### src/rtl/sha256_pkg.sv
// Shared SHA-256 constants, working-variable type, FSM state type and sigma helpers.
package sha256_pkg;

  localparam int unsigned WORD_W  = 32;
  localparam int unsigned BLOCK_W = 512;
  localparam int unsigned STATE_W = 256;
  localparam int unsigned ROUNDS  = 64;
  localparam int unsigned T_W     = 6;
  localparam int unsigned SCHED_N = 16;

  typedef enum logic [1:0] {
    ST_IDLE,
    ST_ROUND,
    ST_DONE
  } state_e;

  // Field a occupies the MSBs so the struct lines up with the digest word order.
  typedef struct packed {
    logic [WORD_W-1:0] a;
    logic [WORD_W-1:0] b;
    logic [WORD_W-1:0] c;
    logic [WORD_W-1:0] d;
    logic [WORD_W-1:0] e;
    logic [WORD_W-1:0] f;
    logic [WORD_W-1:0] g;
    logic [WORD_W-1:0] h;
  } work_t;

  localparam logic [WORD_W-1:0] K [ROUNDS] = '{
    32'h428a2f98, 32'h71374491, 32'hb5c0fbcf, 32'he9b5dba5,
    32'h3956c25b, 32'h59f111f1, 32'h923f82a4, 32'hab1c5ed5,
    32'hd807aa98, 32'h12835b01, 32'h243185be, 32'h550c7dc3,
    32'h72be5d74, 32'h80deb1fe, 32'h9bdc06a7, 32'hc19bf174,
    32'he49b69c1, 32'hefbe4786, 32'h0fc19dc6, 32'h240ca1cc,
    32'h2de92c6f, 32'h4a7484aa, 32'h5cb0a9dc, 32'h76f988da,
    32'h983e5152, 32'ha831c66d, 32'hb00327c8, 32'hbf597fc7,
    32'hc6e00bf3, 32'hd5a79147, 32'h06ca6351, 32'h14292967,
    32'h27b70a85, 32'h2e1b2138, 32'h4d2c6dfc, 32'h53380d13,
    32'h650a7354, 32'h766a0abb, 32'h81c2c92e, 32'h92722c85,
    32'ha2bfe8a1, 32'ha81a664b, 32'hc24b8b70, 32'hc76c51a3,
    32'hd192e819, 32'hd6990624, 32'hf40e3585, 32'h106aa070,
    32'h19a4c116, 32'h1e376c08, 32'h2748774c, 32'h34b0bcb5,
    32'h391c0cb3, 32'h4ed8aa4a, 32'h5b9cca4f, 32'h682e6ff3,
    32'h748f82ee, 32'h78a5636f, 32'h84c87814, 32'h8cc70208,
    32'h90befffa, 32'ha4506ceb, 32'hbef9a3f7, 32'hc67178f2
  };

  localparam logic [STATE_W-1:0] IV = {
    32'h6a09e667, 32'hbb67ae85, 32'h3c6ef372, 32'ha54ff53a,
    32'h510e527f, 32'h9b05688c, 32'h1f83d9ab, 32'h5be0cd19
  };

  function automatic logic [WORD_W-1:0] rotr(input logic [WORD_W-1:0] x,
                                             input int unsigned n);
    return (x >> n) | (x << (WORD_W - n));
  endfunction

  function automatic logic [WORD_W-1:0] small_sigma0(input logic [WORD_W-1:0] x);
    return rotr(x, 7) ^ rotr(x, 18) ^ (x >> 3);
  endfunction

  function automatic logic [WORD_W-1:0] small_sigma1(input logic [WORD_W-1:0] x);
    return rotr(x, 17) ^ rotr(x, 19) ^ (x >> 10);
  endfunction

  function automatic logic [WORD_W-1:0] big_sigma0(input logic [WORD_W-1:0] x);
    return rotr(x, 2) ^ rotr(x, 13) ^ rotr(x, 22);
  endfunction

endpackage

### src/rtl/sha256_compress_if.sv
// Block-in / digest-out handshake bundle for the SHA-256 compression engine.
interface sha256_compress_if;
  import sha256_pkg::*;

  logic               in_valid;
  logic               in_ready;
  logic [BLOCK_W-1:0] block;
  logic [STATE_W-1:0] h_in;
  logic               out_valid;
  logic               out_ready;
  logic [STATE_W-1:0] digest;
  logic               busy;

  modport master (
    output in_valid, block, h_in, out_ready,
    input  in_ready, out_valid, digest, busy
  );

  modport slave (
    input  in_valid, block, h_in, out_ready,
    output in_ready, out_valid, digest, busy
  );

endinterface

### src/rtl/sha256_bsig1.sv
// SHA-256 big-sigma-1: rotr6 ^ rotr11 ^ rotr25, applied to working variable e.
module sha256_bsig1
  import sha256_pkg::*;
(
  input  logic [WORD_W-1:0] x_i,
  output logic [WORD_W-1:0] y_o
);

  assign y_o = rotr(x_i, 6) ^ rotr(x_i, 11) ^ rotr(x_i, 25);

endmodule

### src/rtl/sha256_round.sv
// Combinational single SHA-256 round: maps a..h with K[t] and W[t] to the next a..h.
module sha256_round
  import sha256_pkg::*;
(
  input  work_t             cur_i,
  input  logic [WORD_W-1:0] k_i,
  input  logic [WORD_W-1:0] w_i,
  output work_t             nxt_o
);

  logic [WORD_W-1:0] s1_c;
  logic [WORD_W-1:0] ch_c;
  logic [WORD_W-1:0] maj_c;
  logic [WORD_W-1:0] t1_c;
  logic [WORD_W-1:0] t2_c;

  sha256_bsig1 u_bsig1 (
    .x_i (cur_i.e),
    .y_o (s1_c)
  );

  assign ch_c  = (cur_i.e & cur_i.f) ^ (~cur_i.e & cur_i.g);
  assign maj_c = (cur_i.a & cur_i.b) ^ (cur_i.a & cur_i.c) ^ (cur_i.b & cur_i.c);

  // All sums wrap at 2^32 by construction of the 32-bit operands.
  assign t1_c = cur_i.h + s1_c + ch_c + k_i + w_i;
  assign t2_c = big_sigma0(cur_i.a) + maj_c;

  assign nxt_o.a = t1_c + t2_c;
  assign nxt_o.b = cur_i.a;
  assign nxt_o.c = cur_i.b;
  assign nxt_o.d = cur_i.c;
  assign nxt_o.e = cur_i.d + t1_c;
  assign nxt_o.f = cur_i.e;
  assign nxt_o.g = cur_i.f;
  assign nxt_o.h = cur_i.g;

endmodule

### src/rtl/sha256_compress.sv
// Iterative SHA-256 compression: one round per clock, digest 64 cycles after acceptance.
// Build option SHA256_FEEDFORWARD_EN adds the latched chaining value into the digest.
module sha256_compress
  import sha256_pkg::*;
(
  input  logic             clk,
  input  logic             rst,
  sha256_compress_if.slave bus
);

  state_e             state_q, state_d;
  logic [T_W-1:0]     t_q, t_d;
  work_t              work_q, work_d;
  logic [WORD_W-1:0]  w_q [SCHED_N];
  logic [WORD_W-1:0]  w_d [SCHED_N];
  logic [STATE_W-1:0] digest_q, digest_d;
  logic               in_ready_q, in_ready_d;
  logic               out_valid_q, out_valid_d;
  logic               busy_q, busy_d;
`ifdef SHA256_FEEDFORWARD_EN
  logic [STATE_W-1:0] hin_q, hin_d;
`endif

  work_t              round_nxt_c;
  logic [WORD_W-1:0]  w_new_c;
  logic [STATE_W-1:0] final_c;

  sha256_round u_round (
    .cur_i (work_q),
    .k_i   (K[t_q]),
    .w_i   (w_q[0]),
    .nxt_o (round_nxt_c)
  );

  assign w_new_c = small_sigma1(w_q[14]) + w_q[9] + small_sigma0(w_q[1]) + w_q[0];

  // Value captured into the digest register on the last round.
  always_comb begin
    final_c = '0;
`ifdef SHA256_FEEDFORWARD_EN
    for (int i = 0; i < 8; i++) begin
      final_c[32*i +: 32] = round_nxt_c[32*i +: 32] + hin_q[32*i +: 32];
    end
`else
    final_c = round_nxt_c;
`endif
  end

  // Next-state and datapath control.
  always_comb begin
    state_d  = state_q;
    t_d      = t_q;
    work_d   = work_q;
    w_d      = w_q;
    digest_d = digest_q;
`ifdef SHA256_FEEDFORWARD_EN
    hin_d    = hin_q;
`endif

    unique case (state_q)
      ST_IDLE: begin
        if (bus.in_valid && in_ready_q) begin
          state_d = ST_ROUND;
          t_d     = '0;
          work_d  = bus.h_in;
`ifdef SHA256_FEEDFORWARD_EN
          hin_d   = bus.h_in;
`endif
          for (int i = 0; i < 16; i++) begin
            w_d[i] = bus.block[BLOCK_W-1-32*i -: 32];
          end
        end
      end
      ST_ROUND: begin
        work_d = round_nxt_c;
        for (int i = 0; i < 15; i++) begin
          w_d[i] = w_q[i+1];
        end
        w_d[15] = w_new_c;
        t_d     = t_q + T_W'(1);
        if (t_q == T_W'(ROUNDS - 1)) begin
          state_d  = ST_DONE;
          digest_d = final_c;
        end
      end
      ST_DONE: begin
        if (bus.out_ready) begin
          state_d = ST_IDLE;
        end
      end
      default: state_d = ST_IDLE;
    endcase

    in_ready_d  = (state_d == ST_IDLE);
    out_valid_d = (state_d == ST_DONE);
    busy_d      = (state_d != ST_IDLE);
  end

  always_ff @(posedge clk or posedge rst) begin
    if (rst) begin
      state_q     <= ST_IDLE;
      t_q         <= '0;
      work_q      <= '0;
      w_q         <= '{default: '0};
      digest_q    <= '0;
      in_ready_q  <= 1'b0;
      out_valid_q <= 1'b0;
      busy_q      <= 1'b0;
`ifdef SHA256_FEEDFORWARD_EN
      hin_q       <= '0;
`endif
    end else begin
      state_q     <= state_d;
      t_q         <= t_d;
      work_q      <= work_d;
      w_q         <= w_d;
      digest_q    <= digest_d;
      in_ready_q  <= in_ready_d;
      out_valid_q <= out_valid_d;
      busy_q      <= busy_d;
`ifdef SHA256_FEEDFORWARD_EN
      hin_q       <= hin_d;
`endif
    end
  end

  assign bus.in_ready  = in_ready_q;
  assign bus.out_valid = out_valid_q;
  assign bus.digest    = digest_q;
  assign bus.busy      = busy_q;

endmodule
### src/flat_wrapper.sv
// flat-port wrapper written by rule: the top's interface ports become plain ports
module sha256_compress_flat import sha256_pkg::*;
  (clk, rst, bus_in_valid, bus_block, bus_h_in, bus_out_ready, bus_in_ready, bus_out_valid, bus_digest, bus_busy);
  sha256_compress_if bus_i ();
  input  logic clk;
  input  logic rst;
  input wire logic [$bits(bus_i.in_valid)-1:0] bus_in_valid;
  input wire logic [$bits(bus_i.block)-1:0] bus_block;
  input wire logic [$bits(bus_i.h_in)-1:0] bus_h_in;
  input wire logic [$bits(bus_i.out_ready)-1:0] bus_out_ready;
  output wire logic [$bits(bus_i.in_ready)-1:0] bus_in_ready;
  output wire logic [$bits(bus_i.out_valid)-1:0] bus_out_valid;
  output wire logic [$bits(bus_i.digest)-1:0] bus_digest;
  output wire logic [$bits(bus_i.busy)-1:0] bus_busy;
  assign bus_i.in_valid = bus_in_valid;
  assign bus_i.block = bus_block;
  assign bus_i.h_in = bus_h_in;
  assign bus_i.out_ready = bus_out_ready;
  assign bus_in_ready = bus_i.in_ready;
  assign bus_out_valid = bus_i.out_valid;
  assign bus_digest = bus_i.digest;
  assign bus_busy = bus_i.busy;
  sha256_compress u_core (.clk(clk), .rst(rst), .bus(bus_i));
endmodule
### config.mk
export PLATFORM = sky130hd
export DESIGN_NAME = sha256_compress_flat
export DESIGN_NICKNAME = d
export VERILOG_FILES = /design/src/rtl/sha256_pkg.sv /design/src/rtl/sha256_compress_if.sv /design/src/rtl/sha256_bsig1.sv /design/src/rtl/sha256_round.sv /design/src/rtl/sha256_compress.sv /design/src/flat_wrapper.sv
export SDC_FILE = /design/constraint.sdc
export NUM_CORES = 2
export LEC_CHECK = 0
export ABC_AREA = 0
export BUFFER_PORTS_ARGS = -buffer_cell sky130_fd_sc_hd__buf_2
export CORE_AREA = 2 2 399 401
export DETAILED_ROUTE_END_ITERATION = 10
export DIE_AREA = 0 0 401 403
export PLACE_DENSITY = 0.59
export SYNTH_ARGS = -nofsm -noshare
export SYNTH_HDL_FRONTEND = slang
export SYNTH_SLANG_ARGS = --single-unit
### constraint.sdc
create_clock -name clk -period 75.3 [get_ports clk]
set_input_delay 15.06 -clock clk [delete_from_list [all_inputs] [get_ports clk]]
set_output_delay 15.06 -clock clk [all_outputs]
set_load 0.02 [all_outputs]
# Word-level counts from Yosys, hierarchy flattened
# Memory sizes are Yosys's and may differ from the RTL's.
# Index checks and enable logic that the tools add are counted.
dict set report totals {
  regBits 1035
  mem_bits_ro 2048
  input_bits 772
  out_inout_bits 259
  elab_cells 95
  memories 1
}
# memory words width rd rd_ports_with_merged_regs write_ports line_no
set memory_table {}
lappend memory_table {{(name not given)} 64 32 1 0 0 sha256_compress.sv:30} ;# .k_i (K[t_q]),
dict set report classes {
  addsub 11
  order_cmp 1
  n_eq_ne 5
  muxes 12
  n_bitwise 28
  reduce_logical 7
}
# operator count
set op_table {}
lappend op_table {{512-bit case mux with 2 select lines} 1}
lappend op_table {{512-bit 2-to-1 mux} 1}
lappend op_table {{256-bit case mux with 2 select lines} 1}
lappend op_table {{32-bit adder} 10}
lappend op_table {{32-bit bitwise XOR} 9}
lappend op_table {{256-bit 2-to-1 mux} 1}
lappend op_table {{32-bit AND} 5}
lappend op_table {{32-bit 2-to-1 mux} 2}
lappend op_table {{32-bit inverter} 1}
lappend op_table {{10-bit by 32-bit OR with 32-bit output} 1}
lappend op_table {{13-bit by 32-bit OR with 32-bit output} 1}
lappend op_table {{14-bit by 32-bit OR with 32-bit output} 1}
lappend op_table {{15-bit by 32-bit OR with 32-bit output} 1}
lappend op_table {{19-bit by 32-bit OR with 32-bit output} 1}
lappend op_table {{21-bit by 32-bit OR with 32-bit output} 1}
lappend op_table {{25-bit by 32-bit OR with 32-bit output} 1}
lappend op_table {{26-bit by 32-bit OR with 32-bit output} 1}
lappend op_table {{30-bit by 32-bit OR with 32-bit output} 1}
lappend op_table {{7-bit by 32-bit OR with 32-bit output} 1}
lappend op_table {{32-bit by 22-bit bitwise XOR with 32-bit output} 1}
lappend op_table {{32-bit by 29-bit bitwise XOR with 32-bit output} 1}
lappend op_table {{6-bit case mux with 2 select lines} 1}
lappend op_table {{7-bit >= comparator, second input constant} 1}
lappend op_table {{6-bit inverter with 7-bit output} 1}
lappend op_table {{other kinds (12)} 18}

# Logic depth before layout (Yosys ltp)
dict set report logic_depth {
  depth_word 9
  ltp_mapped 39
  depth_no_buf 37
}

# Modules after synthesis
# From an unflattened synthesis, not the netlist that was laid out.
dict set report hier_totals {
  hier_cells 7784
  area_unflattened_um2 63110.5
}
# mod instances cells_each area_each_um2 seq_area_each_um2
set modules_own_cells {}
lappend modules_own_cells {sha256_compress 1 6385 51638.3 25899.8}
lappend modules_own_cells {sha256_round 1 1367 10707.8 0.0}
lappend modules_own_cells {sha256_bsig1 1 32 764.5 0.0}

# Worst setup path after synthesis
# No wires, ideal clock.
dict set report synth_timing {
  path_type {input to register}
  startpoint {input port bus_in_valid}
  endpoint {register u_core.w_q[3] (netlist name)}
  setup_ns 0.138
  t_arrival_ns 16.372
  required_time_ns 75.162
  setup_slack_ns 58.790
  path_stages 5
  n_path_buf 2
  path_cell_list {nand3b_1 > clkbuf_1 > clkbuf_1 > mux2i_1 > o22ai_1}
}
dict set report synth_between {
  elab_chain_len 3
}
# element line_no
set synth_rtl {}
lappend synth_rtl {{from (decl)} flat_wrapper.sv:7} ;# input wire logic [$bits(bus_i.in_valid)-1:0] bus_in_valid;
lappend synth_rtl {{1-bit logical AND} sha256_compress.sv:62} ;# if (bus.in_valid && in_ready_q) begin
lappend synth_rtl {{2-bit by 1-bit != test with 1-bit output (no source line)} -}
lappend synth_rtl {{2-bit AND reduction (no source line)} -}
lappend synth_rtl {{to (signal assigned)} sha256_compress.sv:116} ;# w_q <= w_d;
lappend synth_rtl {{to (decl)} sha256_compress.sv:14} ;# logic [WORD_W-1:0] w_q [SCHED_N];
# No other way between the ends.
# A chain may end at the register's enable or synchronous reset.

==> impl_metrics.env <==
export IMPL_synth_top_cells_by_area="sky130_fd_sc_hd__dfrtp_1, sky130_fd_sc_hd__nand2_1, sky130_fd_sc_hd__a31oi_1"
export IMPL_cts_root_buffer="sky130_fd_sc_hd__clkbuf_16"
export IMPL_violations="capacitance limit, slew limit"
export IMPL_async_reset_ff_frac=1.00
export IMPL_final_nets=8875
export IMPL_firstDrtPassIters=10
export IMPL_maxSlewViolCount=3
export IMPL_ant_nets=0
export IMPL_yosys_register_bits=1035
export IMPL_die_width_um=401
export IMPL_cts_repair_timing_setup_buffer_count=0
export IMPL_critical_path_startpoint_type="primary input"
export IMPL_cts_hold_buffers_added=0
export IMPL_top_layer_used="met5"
export IMPL_design_area_sq_um=70500
export IMPL_final_setup_vio_count=0
export IMPL_die_area_sq_um=162000
export IMPL_tritoncts_num_buffers=116
export IMPL_gp_routability_congestion=0.948
export IMPL_path_class="in2async"
export IMPL_data_arrival_critical_path_ns=19.23
export IMPL_grt_pass1_vias=53700
export IMPL_synth_yosys_seq_area_share=0.430
export IMPL_outcome="complete, but fails checks"
export IMPL_drcViolationCount=0
export IMPL_timing_clock_skew_ns=0.0781
export IMPL_hpwl_um=209000
export IMPL_wire_length_on_met2_um=128000
export IMPL_grt_pass1_wl_um=385000
export IMPL_drt_met1_wl_um=109000
export IMPL_final_layout_size_suffix_gt1_frac=0.178
export IMPL_buffer_ports_inserted=1030
export IMPL_cts_sinks=1035
export IMPL_vias_post_dr=55600
export IMPL_fin_crit_ns=18.49
export IMPL_synth_ff_type="sky130_fd_sc_hd__dfrtp_1"
export IMPL_min_path_type="reg2reg"
export IMPL_core_area_sq_um=157000
export IMPL_timing_final_hold_violations=0
export IMPL_routedWlPerCell_um=27.2
export IMPL_worstPathRequired_ns=76.04
export IMPL_clock_insertion_delay_worst_skew_ns=0.78
export IMPL_cts_max_path_buffers=3
export IMPL_final_setup_tns_ns=0
export IMPL_fp_row_count=146
export IMPL_tritoncts="built"
export IMPL_fmax_mhz=54.1
export IMPL_yosysWarnings=0
export IMPL_global_route_overflow_total=0
export IMPL_synthDominantCellAreaShare=0.430
export IMPL_grt_antenna_before_repair=68
export IMPL_rsz_0062_raised_after_global_routing="false"
export IMPL_detail_route_iter0_violations=6334
export IMPL_clkSlewWorstSetupHoldPaths_ns=0.06
export IMPL_syn_inst=7113
export IMPL_post_synth_cell_area_avg_sq_um=8.47
export IMPL_placed_cell_area_sq_um=66500
export IMPL_worst_slew_pin_transition_ns=1.51
export IMPL_via_per_inst=5.58
export IMPL_syn_to_final_growth_pct=17.1
export IMPL_path_max_fanout=163
export IMPL_met3_length_um=20100
export IMPL_mostFrequentLayoutCells="sky130_fd_sc_hd__nand2_1, sky130_fd_sc_hd__dfrtp_1, sky130_fd_sc_hd__buf_2"
export IMPL_maxCapViolations=1
export IMPL_routed_wl_um=271000
export IMPL_finalHoldWorstSlack_ns=0.468
export IMPL_cp_end_kind="asynchronous set/reset pin"
export IMPL_grt_start_max_net_pins=253
export IMPL_synthesis_nets=8218
export IMPL_finalNonFillerCells=9969
export IMPL_initial_util=0.382
export IMPL_dp_cells=9724
export IMPL_cts_htree_levels=3
export IMPL_grtUsageTotal=0.327
export IMPL_synth_top_cell_by_area="sky130_fd_sc_hd__dfrtp_1"
export IMPL_postCtsResizedCells=0
export IMPL_io_pins=1031
export IMPL_synth_distinct_cells=95
export IMPL_die_height_um=403
export IMPL_final_period_utilization=0.246
export IMPL_slew_headroom=-0.0211
export IMPL_synth_enable_flop_cells=0
export IMPL_syn_area_sq_um=60200
export IMPL_layout_cells_most_common="sky130_fd_sc_hd__nand2_1"
## Yosys cell counts, drive strengths merged, types with 9 or more instances
library cell / count
o311ai: 14
dfrtp: 1035
o31ai: 9
a211oi: 27
o21bai: 10
nand2b: 26
a221oi: 14
mux2: 49
xnor2: 270
o211ai: 16
inv: 345
nand4: 11
a222oi: 103
nand3: 33
ha: 146
a21oi: 190
clkbuf: 525
or3: 13
nand2: 1997
nor2b: 24
nor2: 707
a31oi: 604
o22ai: 19
or2: 10
a22oi: 34
and3: 12
nor3: 37
xor2: 92
fa: 187
o21ai: 268
o21a: 16
a311oi: 9
buf: 38
mux2i: 30
a21o: 87
## metrics by stage
step | utilization | worst slack, ns
after floorplan | - | 31.11
after global placement | 0.423 | 56.02
after detailed placement | 0.423 | 56.02
after CTS | 0.447 | 56.80
after global routing | 0.448 | 56.26
final | 0.448 | 56.81
## final cells by class
cell class                 count  area, sq um
multi-input combinational   5167        30900
sequential                  1035        25900
clock inverter                41          514
inverter                     348         1310
clock buffer                 165         3370
antenna                       39         97.6
tap                         2072         2590
timing repair buffer        1102         5820
fill                       15800        86900
## cell families (layout without fill, tap and decap cells)
family,count (synthesis),in the layout,share of synthesized area
AOI/OAI and AO/OA,1487,1487,0.162
xor gates and xnor gates,363,363,0.0530
adders and majority gates,335,335,0.0928
buffers and inverters,911,1656,0.0572
DFF,1035,1035,0.430
muxes,85,85,0.0165
other,0,39,0
and+or+nand+nor,2897,2897,0.188
## registers in the layout, summed over array words and instances, names as in the netlist
register              flops
u_core.w_q              512
u_core.bus.out_valid      1
u_core.state_q            2
u_core.work_q           256
u_core.t_q                6
u_core.bus.busy           1
u_core.bus.in_ready       1
u_core.bus.digest       256
## routing by layer
layer / track usage / vias up
met4: 0.166 / 40
met3: 0.0569 / 516
met5: 0 / -
li1: - / 25100
met2: 0.531 / 2460
met1: 0.421 / 27500
## critical path: stages
cell and delay, ns:
sky130_fd_sc_hd__buf_2 0.13, sky130_fd_sc_hd__inv_8 0.56, sky130_fd_sc_hd__buf_12 0.54, sky130_fd_sc_hd__buf_12 0.67, sky130_fd_sc_hd__buf_4 0.75, sky130_fd_sc_hd__buf_4 0.78
## worst paths after layout
path | slack, ns | depth (start not counted) | endpoint | from
setup / recovery | 56.81 | 6 | u_core.work_q[17] | rst
min in group asynchronous | 14.44 | 2 | u_core.bus.digest[219] | rst
max in group clk | 57.18 | 9 | u_core.w_q[439] | bus_in_valid
hold reg to reg | 0.47 | 2 | u_core.bus.digest[49] | u_core.bus.digest[49]
hold / removal | 0.47 | 2 | u_core.bus.digest[49] | u_core.bus.digest[49]
setup reg to reg | 63.96 | 38 | u_core.work_q[255] | u_core.t_q[0]
Power is left out: the tool's default activity adds up to more than one toggle a clock period on the data nets, which glitch-free logic cannot reach.
